[config.mk]
export PLATFORM = sky130hd
export DESIGN_NAME = mux21_bist
export DESIGN_NICKNAME = d
export VERILOG_FILES = /design/src/rtl/mux21_bist.sv
export SDC_FILE = /design/constraint.sdc
export NUM_CORES = 1
export LEC_CHECK = 0
export CORE_MARGIN = 2
export CORE_UTILIZATION = 54
export DETAILED_ROUTE_END_ITERATION = 10
export HOLD_SLACK_MARGIN = 0.12
export PLACE_DENSITY = 0.79
export SYNTH_ARGS = -nofsm -noshare
export SYNTH_HDL_FRONTEND = slang
export SYNTH_SLANG_ARGS = --single-unit
export TNS_END_PERCENT = 20
[constraint.sdc]
create_clock -name CLK -period 3.32 [get_ports CLK]
set_input_delay 0.83 -clock CLK [delete_from_list [all_inputs] [get_ports CLK]]
set_output_delay 0.83 -clock CLK [all_outputs]
set_load 0.005 [all_outputs]
[src/rtl/mux21_bist.sv]
// Built-in self-test for a 2:1 mux: drives all {A,B,SEL} vectors,
// checks OUT_IN, counts mismatches, reports PASS/DONE.
//
// Ports: CLK, RST_N (async low), START, OUT_IN in; A/B/SEL drives,
// BUSY, DONE, PASS, ERR_CNT[CNT_W], FAIL_VEC[4] out.
// Optional: MUX21_BIST_FAILCAP_EN enables first-fail vector capture.
module mux21_bist #(
  parameter int SETTLE = 2,
  parameter int CNT_W  = 4
) (
  input  logic             CLK,
  input  logic             RST_N,
  input  logic             START,
  input  logic             OUT_IN,
  output logic             A,
  output logic             B,
  output logic             SEL,
  output logic             BUSY,
  output logic             DONE,
  output logic             PASS,
  output logic [CNT_W-1:0] ERR_CNT,
  output logic [3:0]       FAIL_VEC
);

  typedef enum logic [2:0] {
    S_IDLE,
    S_DRIVE,
    S_WAIT,
    S_CMP,
    S_DONE
  } state_t;

  localparam logic [3:0]       SET_W   = 4'(SETTLE);
  localparam logic [CNT_W-1:0] ERR_MAX = '1;

  state_t           state;
  logic [2:0]       idx;
  logic [3:0]       wcnt;
  logic             miss;
  logic             start_ok;
  logic [CNT_W-1:0] err_nxt;

  assign miss     = OUT_IN != (SEL ? B : A);
  assign start_ok = START &&
                    (state == S_IDLE || state == S_DONE);

  always_comb begin
    err_nxt = ERR_CNT;
    if (miss && ERR_CNT != ERR_MAX)
      err_nxt = ERR_CNT + CNT_W'(1);
  end

  always_ff @(posedge CLK or negedge RST_N) begin
    if (!RST_N) begin
      state   <= S_IDLE;
      idx     <= 3'd0;
      wcnt    <= 4'd0;
      A       <= 1'b0;
      B       <= 1'b0;
      SEL     <= 1'b0;
      BUSY    <= 1'b0;
      DONE    <= 1'b0;
      PASS    <= 1'b0;
      ERR_CNT <= '0;
    end else begin
      unique case (state)
        S_IDLE, S_DONE: begin
          if (START) begin
            state        <= S_DRIVE;
            idx          <= 3'd0;
            {A, B, SEL}  <= 3'b000;
            ERR_CNT      <= '0;
            BUSY         <= 1'b1;
            DONE         <= 1'b0;
            PASS         <= 1'b0;
          end
        end
        S_DRIVE: begin
          wcnt  <= SET_W - 4'd1;
          state <= (SETTLE == 0) ? S_CMP : S_WAIT;
        end
        S_WAIT: begin
          if (wcnt == 4'd0)
            state <= S_CMP;
          else
            wcnt <= wcnt - 4'd1;
        end
        S_CMP: begin
          ERR_CNT <= err_nxt;
          if (idx == 3'd7) begin
            state <= S_DONE;
            BUSY  <= 1'b0;
            DONE  <= 1'b1;
            PASS  <= (err_nxt == '0);
          end else begin
            idx         <= idx + 3'd1;
            {A, B, SEL} <= idx + 3'd1;
            state       <= S_DRIVE;
          end
        end
        default: state <= S_IDLE;
      endcase
    end
  end

`ifdef MUX21_BIST_FAILCAP_EN
  logic [3:0] fail_q;

  // Only the first miss of a run is kept; bit 3 marks it taken.
  always_ff @(posedge CLK or negedge RST_N) begin
    if (!RST_N)
      fail_q <= 4'b0000;
    else if (start_ok)
      fail_q <= 4'b0000;
    else if (state == S_CMP && miss && !fail_q[3])
      fail_q <= {1'b1, A, B, SEL};
  end

  assign FAIL_VEC = fail_q;
`else
  logic unused_ok;
  assign unused_ok = start_ok;
  assign FAIL_VEC  = 4'b0000;
`endif

endmodule

# == Yosys cells after proc, flatten, opt, wreduce, memory -nomap -nowiden ==
# Index checks and enable logic that the tools add are counted.
# Widths: inputs -> output; s select.
# op_classes
n_addsub,3
n_eq_ne,12
mux,27
reduce_logical,12
# op_table
cell,n
$pmux 4 s2,2
$mux 3,5
$mux 4,3
$pmux 1 s2,6
$pmux 3 s4,1
$ne 2x2->1 const B,5
$mux 1,9
$logic_not 4->1,2
$eq 3x2->1 const B,2
$eq 3x3->1 const B,2
$pmux 3 s2,1
$reduce_and 2->1,3
$reduce_and 3->1,2
$add 4x1->4 const B,1
$ne 4x4->1 const B,1
$reduce_bool 2->1,2
$sub 4x1->4 const B,1
$add 3x1->3 const B,1
$eq 3x1->1 const B,1
$logic_not 3->1,1
$reduce_or 2->1,1
$logic_and 1x1->1,1
$ne 1x1->1,1
# word_totals
ff_bits,20
in_bits,4
out_inout_bits,14
wordCells,64

# == Logic depth before layout (Yosys ltp) ==
# Gate-level depths: netlist of the first run.
# logic_depth
ltp_word,7
mapped_depth,5
depth_no_buf,5

# == Least setup slack after synthesis of the first run ==
# Ideal clock, no wire load.
# synth_path
kind,input-to-reg
startpoint,in OUT_IN
endpoint,reg PASS
setup_time_ns,0.103
arrival_time_ns,1.745
setup_slack_ns,1.471
stages,4
path_buffers,0
path_cell_list,or2b_1 -> mux2i_1 -> mux2_1 -> o41ai_2
# synth_between
elab_chain_len,6
# synth_lines
element,line_no,text
"start, declared",14,"input logic OUT_IN,"
$ne 1x1->1,43,assign miss = OUT_IN != (SEL ? B : A);
$logic_and 1x1->1,49,if (miss && ERR_CNT != ERR_MAX)
$mux 4,49,
$logic_not 4->1,94,PASS <= (err_nxt == '0);
$mux 1,90,if (idx == 3'd7) begin
$pmux 1 s2,66,unique case (state)
"end signal, assigned",94,
"end, declared",20,"output logic PASS,"
# Every way passes these cells. The select of a mux whose other input is x is not followed.
# A chain may end at the register's enable or synchronous reset.

# == Worst setup path in the final report of the first run ==
# layout_path
startpoint,reg ERR_CNT[3]
endpoint,out ERR_CNT[3]
# layout_rtl
element,line_no,text
"start, declared",21,"output logic [CNT_W-1:0] ERR_CNT,"
"start signal, assigned",89,ERR_CNT <= err_nxt;
# No word-level cell between the ends.

==> results of run 1 <==
==> layout make-up <==
class,instances,area (µm²)
clock buffer,4,26.3
fill,145,574
inverter,4,15.0
multi-input combinational,74,505
sequential,17,425
tap,25,31.3
timing repair buffer,13,130
==> cell families (layout without fill, tap and decap cells) <==
family                     after synthesis  in the layout  synth area share
and+or+nand+nor                         42             42             0.223
xor gates and xnor gates                 4              4            0.0359
muxes                                    7              7            0.0769
AOI/OAI and AO/OA                       13             13             0.115
adders and majority gates                4              4            0.0513
DFF                                     17             17             0.436
buffers and inverters                    9             21            0.0577
other                                    1              4           0.00384
==> metal layers <==
layer  up-vias  GRT usage  wire, µm
met5         -          0         0
met2        14      0.300       800
met3         4     0.0431        63
met1       352      0.247       826
met4         0      0.103        34
li1        366          -         -
==> cell usage in the layout (no fill, tap or decap), types with 2 or more instances in the layout <==
master	count
a41oi_1	2
o21ai_0	2
nor3_1	2
nor2_1	7
inv_1	4
ha_1	4
nand2_1	16
mux2i_1	5
dfrtp_1	17
a21oi_1	2
nand3_1	3
xnor2_1	4
nand2b_1	2
clkbuf_4	3
clkdlybuf4s50_1	13
conb_1	4
nor4b_1	2
==> state kept, by name, indices dropped and copies added, names as in the netlist <==
name,flops
idx,1
BUSY,1
PASS,1
state,3
DONE,1
A,1
wcnt,4
ERR_CNT,4
SEL,1
==> worst paths after layout <==
kind                         endpoint  slack [ns]  startpoint
setup reg to reg                 PASS        1.44  ERR_CNT[0]
max in group asynchronous        PASS        1.87       RST_N
setup / recovery           ERR_CNT[3]        1.18  ERR_CNT[3]
hold reg to reg               wcnt[0]        0.50     wcnt[0]
hold / removal                wcnt[0]        0.50     wcnt[0]
min in group asynchronous  ERR_CNT[3]        0.98       RST_N
==> where the power goes <==
part / total (mW) / internal, mW / switching, mW
clock: 0.109 / 0.0467 / 0.0628
combinational: 0.404 / 0.210 / 0.194
sequential: 0.372 / 0.275 / 0.0973
==> reports/qor.csv, run 1 <==
stage,metric,value,unit
critical_path,cp_cell_sequence,clkdlybuf4s50_1,
place,dp.cells,133,
synth,synth.top_cell.area_share,0.436,
critical_path,slowest_delay,0.54,ns
synth,synth_warnings,0,
timing,tightest_slew,0.758,ns
clocking,cts-root-buf,clkbuf_4,
clocking,cts_tree,built,
clocking,post_cts_buffers,0,
routing,dr.pass1.iters,4,
place,port_buffers,13,
finish,final_area,1130,µm²
grt,grt_max_degree,18,
synth,synth_top_cell_by_area,dfrtp_1,
finish,syn2layout_area_growth,16.2,%
die,core-area,1710,µm²
synth,synth_most_common_cell,dfrtp_1,
routing,drc,0,
routing,ant_nets,0,
synth,synth_cells,97,
grt,grt_use_total,0.193,
critical_path,worstRegToRegCells,5,
power,vdd_drop_max,0.426,mV
clocking,cts_htree_levels,1,
power,leakagePower,0.504,nW
synth,yosysSeqAreaShare,0.436,
synth,synthArstFlopShare,1.00,
finish,fin_nets,121,
die,die_h,46.5,µm
routing,drt-total-wl,1.72,mm
die,rows,15,
die,start_util,0.571,
critical_path,critPathKind,reg2out,
critical_path,path_max_fanout,6,
routing,post_drt_wl_per_cell,12.6,µm
hold_path,hold_class,reg2reg,
clocking,clkSinkCount,17,
grt,grt_pass1_vias,661,
critical_path,critPathSlowestCell,clkdlybuf4s50_1,
timing,final.setup.worst_slack,1.18,ns
finish,final_cells,137,
critical_path,critical_path_depth,1,
timing,rsz0062_at_grt,no,
critical_path,crit_family,buffers and inverters,
timing,period_minus_slack,2.14,ns
clocking,cts_repair_resize_count,0,
hold_path,hold_path_depth,1,
critical_path,cp.required,2.49,ns
routing,route.vias.total,736,
timing,fmax,0.468,GHz
die,die_w,46.5,µm
timing,setup_viol,0,
grt,overflow,0,
synth,synth_ff_type,dfrtp_1,
power,total_power,0.885,mW
synth,synth-seq-cells,17,
synth,synth.area.top_cells,"dfrtp_1, nand2_1, ha_1, mux2i_1, xnor2_1",
clocking,cts_hold_buf,0,
place,hpwlAfterDp,1.28,mm
timing,maxSlewHeadroom,0.493,
timing,skew,0.00380,ns
timing,period_share,0.643,
finish,final_util,0.664,
job,cap_violations,0,
timing,timing.hold.ws,0.500,ns
place,place_ws,0.896,ns
place,postPlaceCellArea,1110,µm²
clocking,cts.clk_slew.worst_paths,0.10,ns
finish,antennaDiodeCount,0,
synth,syn_area,976,µm²
synth,avgSynthCellArea,10.1,µm²
place,gp_congestion,0.763,
timing,setup_tns,0,ns
synth,synth_edf_count,0,
die,ios,18,
routing,initialDrtViolationCount,2,
outcome,status,completed,
clocking,cts.path.max_buffers,2,
critical_path,critPathArrivalTime,1.31,ns
critical_path,timing.critical_path.buf_inv,1,
timing,drv_slew,0,
power,p_per_area,781,nW/µm²
routing,via_per_inst,5.37,
grt,antenna_found_initial,0,
clocking,insertion_delay,0.29,ns
timing,finalHoldViolations,0,
die,die_area,2160,µm²
finish,drive_gt1_frac,0.0804,
synth,synth_cell_types,36,
critical_path,end_kind,output port,
grt,grt_pass1_wl,2.86,mm
clocking,cts_buffers,3,
synth,synthTopCellsByCount,"dfrtp_1, nand2_1, nor2_1",
critical_path,start_kind,flip-flop,
(Power assumes the default switching activity.)
==> inputs of run 2 (changes only) <==
Settings changed: CORE_UTILIZATION 54 to 50, PLACE_DENSITY 0.79 to 0.74.
Clock period 3.32 ns to 2.14 ns, I/O delays scaled along.
==> run 2 against run 1 <==
Clock skew is 0.0017 ns lower. Clock power is 55% higher. Total power is 59% higher. Cell area is 1.3% higher. Core utilization is 2.0 points lower. Largest cell class unchanged. Highest routed layer unchanged.
==> reports/qor.csv, run 2 (synthesized netlist as in run 1, its figures left out) <==
stage,metric,value,unit
routing,drt-total-wl,1.86,mm
power,comb_power_share,0.476,
power,intPower,0.837,mW
routing,route.vias.total,746,
power,total_power,1.41,mW
clocking,cts_repair_resize_count,0,
place,port_buffers,13,
finish,antennaDiodeCount,0,
routing,initialDrtViolationCount,10,
finish,final_cells,139,
clocking,cts_tree,built,
die,die_w,48.2,µm
place,place_ws,0.0499,ns
critical_path,cp.required,1.60,ns
timing,skew,0.00211,ns
grt,grt_pass1_vias,668,
timing,fmax,0.542,GHz
clocking,insertion_delay,0.28,ns
power,clockPowerShare,0.120,
timing,final.setup.worst_slack,0.296,ns
clocking,cts.clk_slew.worst_paths,0.09,ns
clocking,cts_hold_buf,0,
finish,reg_top3,"ERR_CNT x4, wcnt x4, state x3",
power,swShare,0.404,
die,start_util,0.547,
clocking,cts-root-buf,clkbuf_4,
finish,fin_nets,123,
clocking,post_cts_buffers,0,
timing,period_share,0.862,
power,p_switching,0.568,mW
timing,drv_slew,0,
power,seqPwrFrac,0.404,
grt,grt_pass1_wl,2.93,mm
finish,final_area,1150,µm²
critical_path,path_max_fanout,7,
clocking,cts_htree_levels,1,
die,die_area,2320,µm²
place,hpwlAfterDp,1.31,mm
finish,final_common_cell,dfrtp_1,
place,gp_congestion,0.764,
grt,antenna_found_initial,0,
outcome,status,completed,
routing,dr.pass1.iters,4,
clocking,cts_buffers,3,
place,postPlaceCellArea,1120,µm²
routing,ant_nets,0,
routing,drc,0,
finish,syn2layout_area_growth,17.7,%
power,leakagePower,0.514,nW
die,core-area,1780,µm²
die,ios,18,
clocking,cts.path.max_buffers,2,
grt,grt_use_total,0.187,
critical_path,end_kind,output port,
timing,setup_tns,0,ns
timing,rsz0062_at_grt,no,
die,rows,15,
hold_path,hold_class,reg2reg,
place,dp.cells,135,
timing,setup_viol,0,
routing,via_per_inst,5.37,
power,vdd_drop_max,0.719,mV
grt,overflow,0,
finish,fillers,160,
critical_path,critPathKind,reg2out,
clocking,clkSinkCount,17,
critical_path,start_kind,flip-flop,
critical_path,critPathArrivalTime,1.31,ns
grt,grt_max_degree,18,
finish,final_cell_mix,"dfrtp_1, nand2_1, clkdlybuf4s50_1, nor2_1, mux2i_1",
timing,finalHoldViolations,0,
finish,drive_gt1_frac,0.0965,
timing,period_minus_slack,1.84,ns
routing,post_drt_wl_per_cell,13.4,µm
job,cap_violations,0,
die,die_h,48.2,µm
power,p_per_area,1220,nW/µm²
-- run 2: changes by cell type in the layout (fill, tap and decap cells not counted) --
cell	change
buf_4	+2
-- run 2: layout make-up --
cell class,instances,area (µm²),share of cell area
repair buffers,15,145,0.126
clock buffers,4,26.3,0.0229
multi-input cells,74,505,0.440
flip-flops and latches,17,425,0.370
inverters,4,15.0,0.0131
well taps,25,31.3,0.0272
-- run 2: stage by stage --
step | hold slack, ns | utilization
after global routing | 0.518 | 0.644
final | 0.486 | 0.644
after floorplan | 0.239 | -
after CTS | 0.486 | 0.644
after detailed placement | 0.463 | 0.629
after global placement | 0.463 | 0.629
-- run 2: layer usage --
metal	vias to the layer above	wire length, µm	GRT usage	part of all wire
li1	366	-	-	-
met5	-	0	0	0
met4	0	23	0.0649	0.012
met1	360	876	0.233	0.47
met2	16	896	0.313	0.48
met3	4	60	0.0481	0.032
-- run 2: worst paths after layout --
path	start	end	slack (ns)	depth (start not counted)
worst max-delay path	ERR_CNT[0]	ERR_CNT[0]	0.30	2
worst min-delay path	DONE	DONE	0.49	2
worst max register to register	ERR_CNT[1]	PASS	0.34	5
worst min register to register	DONE	DONE	0.49	2
max in group asynchronous	RST_N	A	1.38	2
min in group asynchronous	RST_N	state[1]	0.57	2
-- run 2: power groups by stage --
stage               clock (mW)  sequential [mW]  combinational, mW
global route             0.185            0.587              0.747
floorplan                    0            0.541              0.482
global placement             0            0.569              0.643
finish                   0.169            0.568              0.668
detailed placement           0            0.572              0.666
CTS                      0.173            0.568              0.677
-- run 2: worst max-delay path: stages (launching register included) --
cell and delay, ns:
dfrtp_1 0.37, buf_4 0.15, clkdlybuf4s50_1 0.50
